<file path="config.mk">
export PLATFORM = sky130hd
export DESIGN_NAME = piso_frame_tx_flat
export DESIGN_NICKNAME = d
export VERILOG_FILES = /design/src/rtl/piso_frame_tx_if.sv /design/src/rtl/piso_frame_tx.sv /design/src/flat_wrapper.sv
export SDC_FILE = /design/constraint.sdc
export NUM_CORES = 1
export LEC_CHECK = 0
export ABC_CLOCK_PERIOD_IN_PS = 3100
export CORE_MARGIN = 3
export CORE_UTILIZATION = 50
export DETAILED_ROUTE_END_ITERATION = 12
export GPL_TIMING_DRIVEN = 0
export PLACE_DENSITY_LB_ADDON = 0.3
export SYNTH_ARGS = -nofsm -noshare
export SYNTH_HDL_FRONTEND = slang
export SYNTH_SLANG_ARGS = --single-unit
</file>
<file path="constraint.sdc">
create_clock -name clk -period 3.1 [get_ports clk]
set_input_delay 0.31 -clock clk [delete_from_list [all_inputs] [get_ports clk]]
set_output_delay 0.31 -clock clk [all_outputs]
set_load 0.05 [all_outputs]
</file>
<file path="src/rtl/piso_frame_tx_if.sv">
// Handshake and line bundle for the framed PISO transmitter.
// master = word producer / line observer, slave = transmitter.
interface piso_frame_tx_if #(
  parameter int WIDTH = 8
);
  logic [WIDTH-1:0] data_in;
  logic             load_valid;
  logic             load_ready;
  logic             serial_out;
  logic             busy;
  logic             done;

  modport master (
    output data_in,
    output load_valid,
    input  load_ready,
    input  serial_out,
    input  busy,
    input  done
  );

  modport slave (
    input  data_in,
    input  load_valid,
    output load_ready,
    output serial_out,
    output busy,
    output done
  );
endinterface

</file>
<file path="src/rtl/piso_frame_tx.sv">
// Framed PISO transmitter: start, WIDTH data bits LSB first,
// optional even parity, stop. Ports: clk, rst, bus (slave).
module piso_frame_tx #(
  parameter int WIDTH     = 8,
  parameter int PARITY_EN = 1
) (
  input  logic             clk,
  input  logic             rst,
  piso_frame_tx_if.slave   bus
);
  localparam int CW = (WIDTH > 1) ? $clog2(WIDTH) : 1;
  localparam logic [CW-1:0] LAST = CW'(WIDTH - 1);

  typedef enum logic [2:0] {
    IDLE, START, DATA, PARITY, STOP
  } state_t;

  state_t           state_q, state_d;
  logic [WIDTH-1:0] shift_q, shift_d;
  logic [CW-1:0]    cnt_q, cnt_d;
  logic             par_q, par_d;
  logic             ser_q, ser_d;
  logic             ready;
  logic             accept;

  assign ready  = !rst &&
                  (state_q == IDLE || state_q == STOP);
  assign accept = ready && bus.load_valid;

  always_comb begin
    state_d = state_q;
    shift_d = shift_q;
    cnt_d   = cnt_q;
    par_d   = par_q;
    unique case (state_q)
      IDLE, STOP: begin
        state_d = IDLE;
        if (accept) begin
          state_d = START;
          shift_d = bus.data_in;
          par_d   = ^bus.data_in;
          cnt_d   = '0;
        end
      end
      START: begin
        state_d = DATA;
        cnt_d   = '0;
      end
      DATA: begin
        if (cnt_q == LAST) begin
          state_d = (PARITY_EN != 0) ? PARITY : STOP;
        end else begin
          cnt_d   = cnt_q + 1'b1;
          shift_d = shift_q >> 1;
        end
      end
      PARITY: state_d = STOP;
      default: state_d = IDLE;
    endcase
  end

  // Line value is registered from the next state so it
  // lines up with the state it belongs to.
  always_comb begin
    ser_d = 1'b1;
    unique case (state_d)
      START:   ser_d = 1'b0;
      DATA:    ser_d = shift_d[0];
      PARITY:  ser_d = par_d;
      default: ser_d = 1'b1;
    endcase
  end

  always_ff @(posedge clk) begin
    if (rst) begin
      state_q <= IDLE;
      shift_q <= '0;
      cnt_q   <= '0;
      par_q   <= 1'b0;
      ser_q   <= 1'b1;
    end else begin
      state_q <= state_d;
      shift_q <= shift_d;
      cnt_q   <= cnt_d;
      par_q   <= par_d;
      ser_q   <= ser_d;
    end
  end

  assign bus.load_ready = ready;
  assign bus.serial_out = ser_q;
  assign bus.busy       = (state_q != IDLE);
  assign bus.done       = (state_q == STOP);
endmodule

</file>
<file path="src/flat_wrapper.sv">
// flat-port wrapper written by rule: the top's interface ports become plain ports
module piso_frame_tx_flat 
#(
  parameter int WIDTH     = 8,
  parameter int PARITY_EN = 1
)
  (clk, rst, bus_data_in, bus_load_valid, bus_load_ready, bus_serial_out, bus_busy, bus_done);
  piso_frame_tx_if #(.WIDTH(WIDTH)) bus_i ();
  input  logic clk;
  input  logic rst;
  input wire logic [$bits(bus_i.data_in)-1:0] bus_data_in;
  input wire logic [$bits(bus_i.load_valid)-1:0] bus_load_valid;
  output wire logic [$bits(bus_i.load_ready)-1:0] bus_load_ready;
  output wire logic [$bits(bus_i.serial_out)-1:0] bus_serial_out;
  output wire logic [$bits(bus_i.busy)-1:0] bus_busy;
  output wire logic [$bits(bus_i.done)-1:0] bus_done;
  assign bus_i.data_in = bus_data_in;
  assign bus_i.load_valid = bus_load_valid;
  assign bus_load_ready = bus_i.load_ready;
  assign bus_serial_out = bus_i.serial_out;
  assign bus_busy = bus_i.busy;
  assign bus_done = bus_i.done;
  piso_frame_tx #(.WIDTH(WIDTH), .PARITY_EN(PARITY_EN)) u_core (.clk(clk), .rst(rst), .bus(bus_i));
endmodule
</file>
Yosys cells after proc, flatten, opt, wreduce, memory -nomap -nowiden --
Cells that the tools add are included.
Word-level totals: bits in registers 16, word-level logic and storage cells 41, input port bits 11, output and inout port bits 4
Operators by class: equal/unequal tests 10, mux-type cells 12, reduce and logical (&&, ||, !) cells 12, $add $sub $neg 1
Operators by type and width (number):
- $mux 8 | 2
- $pmux 8 s2 | 1
- $eq 3x2->1 const B | 4
- $pmux 3 s4 | 1
- $mux 3 | 3
- $pmux 3 s3 | 1
- $reduce_xor 8->1 | 1
- $eq 3x1->1 const B | 2
- $eq 3x3->1 const B | 2
- $reduce_and 3->1 | 2
- $reduce_bool 3->1 | 2
- $add 3x1->3 const B | 1
- $logic_not 3->1 | 1
- $mux 1 | 3
- $pmux 1 s3 | 1
- $logic_and 1x1->1 | 2
- $ne 2x1->1 const B | 1
- $ne 2x2->1 const B | 1
- $reduce_bool 2->1 | 1
- $reduce_or 2->1 | 1
- $logic_not 1->1 | 1
- $logic_or 1x1->1 | 1

Longest topological paths before layout --
Gate-level depths: netlist of run 1.
depth after elaboration 8, depth in mapped cells 7, gate-level depth less buffers 6

Least setup slack after synthesis of run 1 --
No wires, ideal clock.
kind register -> output, from register u_core.state_q[0], to output bus_done, setup slack 1.055 ns, required time 2.790 ns, path buffers 1, cell stages (with the launch flop) 3, data arrival time 1.735 ns, cells stage by stage dfxtp_1 -> clkbuf_1 -> nor3b_1
Between the ends: cells in the longest elaborated chain, start to end 1
Ends and longest elaborated chain:
- start, declared | line piso_frame_tx.sv:18 | state_t state_q, state_d;
- start signal, assigned | line piso_frame_tx.sv:82 | state_q <= state_d;
- $eq 3x3->1 | line piso_frame_tx.sv:93 | assign bus.done = (state_q == STOP);
- end, declared | line flat_wrapper.sv:16 | output wire logic [$bits(bus_i.done)-1:0] bus_done;
No other way between the ends.

Worst setup path after layout of run 1 --
from register u_core.state_q[0], to output bus_busy
Between the ends: cells in the longest elaborated chain, start to end 1
Ends and longest elaborated chain:
- $reduce_bool 3->1 | line piso_frame_tx.sv:92 | assign bus.busy = (state_q != IDLE);
- end, declared | line flat_wrapper.sv:15 | output wire logic [$bits(bus_i.busy)-1:0] bus_busy;
No other way between the ends.

==> run summary, run 1 <==
The total of max-cap violations is 0. The detailed-route DRC error count is 0. In this run the worst hold path is classified as input pin to register.

From left edge to right edge, the die measures 45.7 um. The cell taking the most area after synthesis is sky130_fd_sc_hd__dfxtp_1. The count of buffers added by post-CTS timing repair for setup came out at 0.

STA classifies the critical path startpoint as a register. For this block, the via count after detailed routing is 682. The area of the mapped netlist is 790 um2. The average wire length per cell after detail routing came out at 14.1 um.

The number of levels the H-tree was split into came out at 1. The post-synthesis async set-or-reset flop share came out at 0%. For this run, the number of Yosys warnings is 0. In this run the vertical extent of the chip is 45.7 um. The number of standard-cell rows in the floorplan came out at 13. The worst setup path is captured at an output pin. The post-detailed-placement half-perimeter wirelength came out at 1.15 mm.

After synthesis, flip-flops and latches occupy 40.6% of the total area. The relative slew slack came out at 63.8%. The final wirelength came out at 1.58 mm.

The number of resized instances in the post-cts repair step is 0. The arrival time of the worst setup path is 2.04 ns. The count of final max-slew check failures came out at 0. The startpoint identified for the worst register-to-register timing path is u_core.cnt_q[0]. Along the worst path, the maximum fanout reaches 10. In the global route stage, overall resource usage came out at 16.8%. The fraction of post-synthesis cell area in the top cell type by area is 40.6%.

The I/O pin count is 15. The number of vias per cell is 6.09. The first-pass GRT wire length came out at 2.53 mm. 0 antenna diodes ended up in the layout. The number of nets in the layout came out at 111. The maximum number of pins on one net before global-route repair is 11.

In this run the power density over the cells is 480 nW/um2. The minimum clock period is 2.35 ns. In the layout the commonest cells are sky130_fd_sc_hd__dfxtp_1, sky130_fd_sc_hd__clkdlybuf4s50_1, sky130_fd_sc_hd__nor2_1.

The period utilization came out at 75.7%. The number of buffers between clock root and the deepest sink came out at 2. The maximum clock skew at final layout came out at 0.00836 ns.

For this run, the detailed router's first-pass iteration total came to 6. The run finished with clean final reports. The post-route worst setup slack came out at 0.754 ns.

The layout cell share with drive strength beyond 1 came out at 11.3%. The initial antenna violation count is 0. The actual slew at the worst max-slew pin came out at 0.541 ns. The initial standard-cell utilization of the core is 57.1%. The destination of the critical timing path is bus_busy. The final RePlAce weighted congestion came out at 0.792. The maximum clock frequency is 426 MHz. The clock latency on the worst-skew pair came out at 0.30 ns. The growth of design area from synthesis to finish is 23.5%. The primary flip-flop cell chosen by synthesis mapping is sky130_fd_sc_hd__dfxtp_1.

The endpoint identified for the worst register-to-register timing path is u_core.shift_q[3]. The average instance in the mapped netlist occupies 9.87 um2. The number of hold buffers added after CTS is 0.

The class of the most critical setup path is register to output pin. The number of cells on the worst reg-to-reg path came out at 7. The placeable core area is 1380 um2. The first routing iteration left 47 violations. The maximum VDD drop is 0.000419 V. Yosys attributes the largest share of cell area to sky130_fd_sc_hd__dfxtp_1, sky130_fd_sc_hd__a222oi_1, sky130_fd_sc_hd__xnor2_1. The setup check on the worst reg-to-reg path leaves a slack of 1.05 ns. Synthesis inferred 16 register bits. The minimum setup slack after placement is 1.03 ns. After routing, the total negative slack on setup checks comes to 0 ns. After synthesis, the netlist uses 29 different library cells.

The clock net sink count is 16. The most common cell after layout, fill and taps aside is sky130_fd_sc_hd__dfxtp_1. The antenna violation net count after detailed routing came out at 0.

The die covers 2090 um2. The residual overflow from global routing is 0. In this run, synthesis inferred 0 flip-flops with an integrated enable. The number of global-route vias before repair is 616.

The number of endpoints with negative hold slack in the final report is 0. The data required time at the worst endpoint came out at 2.79 ns. The clock slew seen by the registers of the worst setup and hold paths came out at 0.10 ns. The static leakage is 0.000373 uW.

The number of endpoints failing setup at the final stage came out at 0. TritonCTS built the clock tree. After technology mapping, the gate count stands at 80. The number of port buffers came out at 13. The root buffer selected by CTS is sky130_fd_sc_hd__clkbuf_4. Buffers inserted during clock tree synthesis total 3.

Tracing the worst setup path back leads to its startpoint at u_core.state_q[0]. Synthesis produced a netlist with a net count of 93. Setup repair after global routing left no endpoint under its margin.
==> cell families after synthesis <==
family	Yosys count	synth area share, %
and+or+nand+nor	31	25.0
buffers and inverters	5	4.75
DFF	16	40.6
AOI/OAI and AO/OA	18	17.6
xor gates and xnor gates	8	8.88
adders and majority gates	2	3.17
==> cells in the mapped netlist, types with 2 or more instances <==
cell type,n
sky130_fd_sc_hd__a21oi_1,6
sky130_fd_sc_hd__a222oi_1,7
sky130_fd_sc_hd__buf_6,2
sky130_fd_sc_hd__clkbuf_1,2
sky130_fd_sc_hd__dfxtp_1,16
sky130_fd_sc_hd__ha_1,2
sky130_fd_sc_hd__nand2b_1,2
sky130_fd_sc_hd__nand3_1,3
sky130_fd_sc_hd__nand4b_1,2
sky130_fd_sc_hd__nor2_1,12
sky130_fd_sc_hd__or3_1,2
sky130_fd_sc_hd__xnor2_1,7
==> how the worst min path moves through the flow <==
| stage | startpoint | end | slack (ns) | cells past startpoint |
|---|---|---|---|---|
| 3_5_place_dp | u_core.cnt_q[1] | u_core.cnt_q[1] | 0.47 | 2 |
| 5_1_grt | rst | u_core.par_q | 0.27 | 2 |
| 6_report | rst | u_core.cnt_q[1] | 0.26 | 2 |
| 3_3_place_gp | u_core.cnt_q[2] | u_core.cnt_q[2] | 0.46 | 2 |
| 2_1_floorplan | u_core.cnt_q[1] | u_core.cnt_q[1] | 0.45 | 2 |
| 4_1_cts | rst | u_core.cnt_q[1] | 0.26 | 2 |
==> registers in the layout, indices dropped and copies added, names as in the netlist <==
| name | flops |
|---|---|
| u_core.shift_q | 8 |
| u_core.bus.serial_out | 1 |
| u_core.cnt_q | 3 |
| u_core.par_q | 1 |
| u_core.state_q | 3 |
==> report_power, final <==
part | total [uW] | internal [uW] | switching [uW]
logic | 104 | 49.8 | 53.8
clock network | 143 | 71.6 | 71.1
registers | 221 | 216 | 5.66
total | 468 | 337 | 131
==> cell type report <==
| cell class | instances | area [um2] |
|---|---|---|
| buffer | 5 | 37.5 |
| fill | 109 | 408 |
| clock buffer | 4 | 36.3 |
| tap | 15 | 18.8 |
| multi-input combinational | 59 | 432 |
| sequential | 16 | 320 |
| timing repair buffer | 13 | 130 |
==> stage by stage <==
step / std cells / utilization, % / power (uW) / cell area, um2 / hold slack [ns]
after floorplan: 80 / - / 298 / 790 / 0.447
after global placement: 108 / 67.9 / 327 / 938 / 0.455
after detailed placement: 108 / 67.9 / 329 / 938 / 0.473
after CTS: 112 / 70.5 / 470 / 975 / 0.259
after global routing: 112 / 70.5 / 488 / 975 / 0.269
final: 112 / 70.5 / 468 / 975 / 0.259
==> worst max-delay path, stage by stage (launching register included) <==
cell and delay (ns):
sky130_fd_sc_hd__dfxtp_1 0.47, sky130_fd_sc_hd__clkbuf_1 0.32, sky130_fd_sc_hd__or3_1 0.16, sky130_fd_sc_hd__clkdlybuf4s50_1 0.79
==> metal layers <==
layer  up-vias  part of all wire (%)  GRT usage, %
met3         2                   6.1          2.37
met5         -                     0             0
met4         0                   1.5          10.2
li1        337                     -             -
met1       318                    42          19.0
met2        25                    50          29.2
Power figures use the tool's default switching activity.
==> run 2, diff against run 1 <==
Settings changed: ABC_CLOCK_PERIOD_IN_PS 3100 to 2050, CORE_UTILIZATION 50 to 44.
Clock period 3.1 ns to 2.05 ns, I/O delays scaled along.
==> run 2 against run 1 <==
  * Die area rose by 12%
  * Routed wire length fell by 1.9%
  * Clock-buffer cell count fell by 1
  * First-iteration DRC count fell by 34%
  * Hold slack got worse by 0.089 ns
  * Critical path type unchanged
  * Worst setup slack got worse by 0.67 ns
  * Global-route usage fell by 2.6 points
  * Sequential cell count did not move
  * Sequential power rose by 52%
  * Clock skew fell by 0.0079 ns
  * Cell count rose by 8.0%
  * Non-clock buffer count rose by 1
==> run summary, run 2 (synthesized netlist as in run 1, its figures left out) <==
The element type at the critical path end was an output pin (unchanged). The final RePlAce weighted congestion came to 0.772 (was 0.792). The initial antenna violation count came to 0 (unchanged). The initial DRC count was 31 (was 47). The number of levels the H-tree was split into is 1 (unchanged). The growth of design area from synthesis to finish is 27.4% (was 23.5%). The clock net sink count is 16 (unchanged). The final wirelength came to 1.55 mm (was 1.58 mm). The via total after detailed routing came out at 695 (was 682). The maximum number of pins on one net before global-route repair is 11 (unchanged). The number of endpoints with negative hold slack in the final report came to 0 (unchanged). The worst hold path cell count came out at 2 (unchanged). The number of port buffers is 13 (unchanged). The area of the die came out at 2340 um2 (was 2090 um2).

The capture endpoint of the worst hold path is u_core.cnt_q[2] (was u_core.cnt_q[1]). The arrival time of the worst setup path is 1.76 ns (was 2.04 ns). The number of standard-cell rows in the floorplan came out at 14 (was 13).

The static leakage is 0.000375 uW (was 0.000373 uW). The most common cell after layout, fill and taps aside is sky130_fd_sc_hd__dfxtp_1 (unchanged). The maximum VDD drop came out at 0.000453 V (was 0.000419 V). The actual slew at the worst max-slew pin is 0.553 ns (was 0.541 ns). The number of antenna cells inserted was 0 (unchanged). The total power density per cell area came out at 647 nW/um2 (was 480 nW/um2).

The overall track demand over capacity in global routing is 14.2% (was 16.8%). The clock slew seen by the registers of the worst setup and hold paths is 0.09 ns (was 0.10 ns). The layout cell share with drive strength beyond 1 is 15.5% (was 11.3%). The register-to-register setup slack came out at 0.13 ns (was 1.05 ns). The number of vias per cell is 5.74 (was 6.09). The detailed-route DRC error count came out at 0 (unchanged). The reg-to-reg critical path endpoint is u_core.shift_q[2] (was u_core.shift_q[3]). The count of final max-slew check failures is 0 (unchanged).

The data required time at the worst endpoint came to 1.85 ns (was 2.79 ns). The post-detailed-placement half-perimeter wirelength is 1.08 mm (was 1.15 mm). Run status: finished clean (unchanged). The average wire length per cell after detail routing came to 12.8 um (was 14.1 um). The reg-to-reg startpoint is u_core.cnt_q[1] (was u_core.cnt_q[0]). The number of cells on the worst reg-to-reg path is 7 (unchanged). The type of the tightest min-delay check was input pin to register (unchanged). The minimum clock period is 1.97 ns. The CTS tree is yes (unchanged). The setup TNS was 0 ns (unchanged). The number of hold buffers added after CTS is 0 (unchanged). The initial standard-cell utilization of the core is 49.5% (was 57.1%).

The number of search-and-repair iterations in the first detailed-routing pass came to 4 (was 6). The number of endpoints failing setup at the final stage is 0 (unchanged). Setup repair after global routing missed its margin: false (unchanged). The floorplan die height came to 48.4 um (was 45.7 um).

The first-pass GRT wire length was 2.70 mm (was 2.53 mm). The clock buffer count from CTS is 3 (unchanged). The width of the die is 48.4 um (was 45.7 um). The total of max-cap violations is 0 (unchanged). The clock latency on the worst-skew pair came to 0.27 ns (was 0.30 ns). The relative slew slack is 63.0% (was 63.8%).

The number of global-route vias before repair came out at 649 (was 616). The placeable core area is 1590 um2 (was 1380 um2). The root buffer selected by CTS was sky130_fd_sc_hd__clkbuf_4 (unchanged).

The minimum setup slack after placement is 0.0115 ns (was 1.03 ns). The period utilization is 96.1%. The startpoint kind of the worst setup timing path is a register (unchanged).

The register containing the most flip-flops in the final layout is u_core.shift_q (unchanged). The class of the most critical setup path is register to output pin (unchanged). The maximum clock skew at final layout is 0.000500 ns (was 0.00836 ns). The number of nets in the layout is 112 (was 111). The number of buffers between clock root and the deepest sink is 2 (unchanged). The maximum clock frequency came out at 508 MHz. The number of flip-flops under the largest register name is 8 (unchanged).

The post-route worst setup slack was 0.0805 ns (was 0.754 ns). The maximum fanout count along the critical path came to 10 (unchanged). The startpoint of the worst hold path is rst (unchanged). Commonest cells after routing, fill and taps aside: sky130_fd_sc_hd__dfxtp_1, sky130_fd_sc_hd__nor2_1, sky130_fd_sc_hd__clkdlybuf4s50_1 (was sky130_fd_sc_hd__dfxtp_1, sky130_fd_sc_hd__clkdlybuf4s50_1, sky130_fd_sc_hd__nor2_1).

The residual overflow from global routing came out at 0 (unchanged). The antenna violation net count after detailed routing is 0 (unchanged). The I/O pin count came out at 15 (unchanged). Largest registers: u_core.shift_q: 8 flops, u_core.cnt_q: 3 flops, u_core.state_q: 3 flops (unchanged).
[run 2: changes by cell type in the layout (fill, tap and decap cells not counted), moves of 2 or more]
cell / before / now
sky130_fd_sc_hd__clkdlybuf4s50_1: 13 / 10
sky130_fd_sc_hd__dlygate4sd2_1: 0 / 2
sky130_fd_sc_hd__ha_1: 2 / 0
sky130_fd_sc_hd__ha_4: 0 / 2
[run 2: what timing repair did]
action / CTS / global route
gates resized for setup: 3 / 7
pin swaps: 2 / 3
setup endpoints to repair: 5 / 8
buffers inserted: 0 / 1
[run 2: final cells by class]
class / instances / area [um2]
fillers: 142 / 588
multi-input cells: 59 / 459
flip-flops and latches: 16 / 322
repair buffers: 14 / 135
plain buffers: 5 / 37.5
well taps: 24 / 30.0
clock buffers: 3 / 22.5
[run 2: metrics by stage]
step | util, % | total power, uW | cells | hold WS, ns | area [um2]
global route | 63.1 | 689 | 121 | 0.178 | 1010
floorplan | - | 450 | 80 | 0.353 | 790
finish | 63.1 | 651 | 121 | 0.170 | 1010
CTS | 60.8 | 651 | 120 | 0.164 | 968
detailed placement | 59.6 | 498 | 117 | 0.466 | 950
global placement | 59.6 | 496 | 117 | 0.456 | 950
[run 2: how the worst max path moves through the flow]
| stage | startpoint | to | slack (ns) |
|---|---|---|---|
| final | u_core.state_q[0] | bus_busy | 0.08 |
| after global placement | u_core.cnt_q[0] | u_core.shift_q[4] | 0.06 |
| after floorplan | u_core.state_q[0] | bus_done | 0.11 |
| after detailed placement | u_core.cnt_q[0] | u_core.shift_q[2] | 0.01 |
| after global routing | u_core.cnt_q[1] | u_core.shift_q[2] | 0.02 |
| after CTS | u_core.cnt_q[0] | u_core.shift_q[1] | 0.009 |
[run 2: where the power goes]
| group | internal [uW] | leakage [uW] | total [uW] | switching, uW |
|---|---|---|---|---|
| clock network | 68.0 | 0.0000138 | 157 | 89.4 |
| logic | 77.0 | 0.000230 | 158 | 81.3 |
| registers | 326 | 0.000131 | 335 | 8.67 |
[run 2: routing by layer]
metal / wire, um / global-route usage [%] / up-vias
met1: 688 / 16.7 / 329
met4: 35 / 7.11 / 0
met3: 112 / 3.68 / 4
met5: 0 / 0 / -
li1: - / - / 334
met2: 710 / 23.9 / 28
[run 2: worst max-delay path, cell delays in order, from the launching register on]
cell                              delay [ns]
sky130_fd_sc_hd__dfxtp_1                0.47
sky130_fd_sc_hd__clkbuf_1               0.36
sky130_fd_sc_hd__or3_1                  0.17
sky130_fd_sc_hd__clkdlybuf4s15_1        0.48
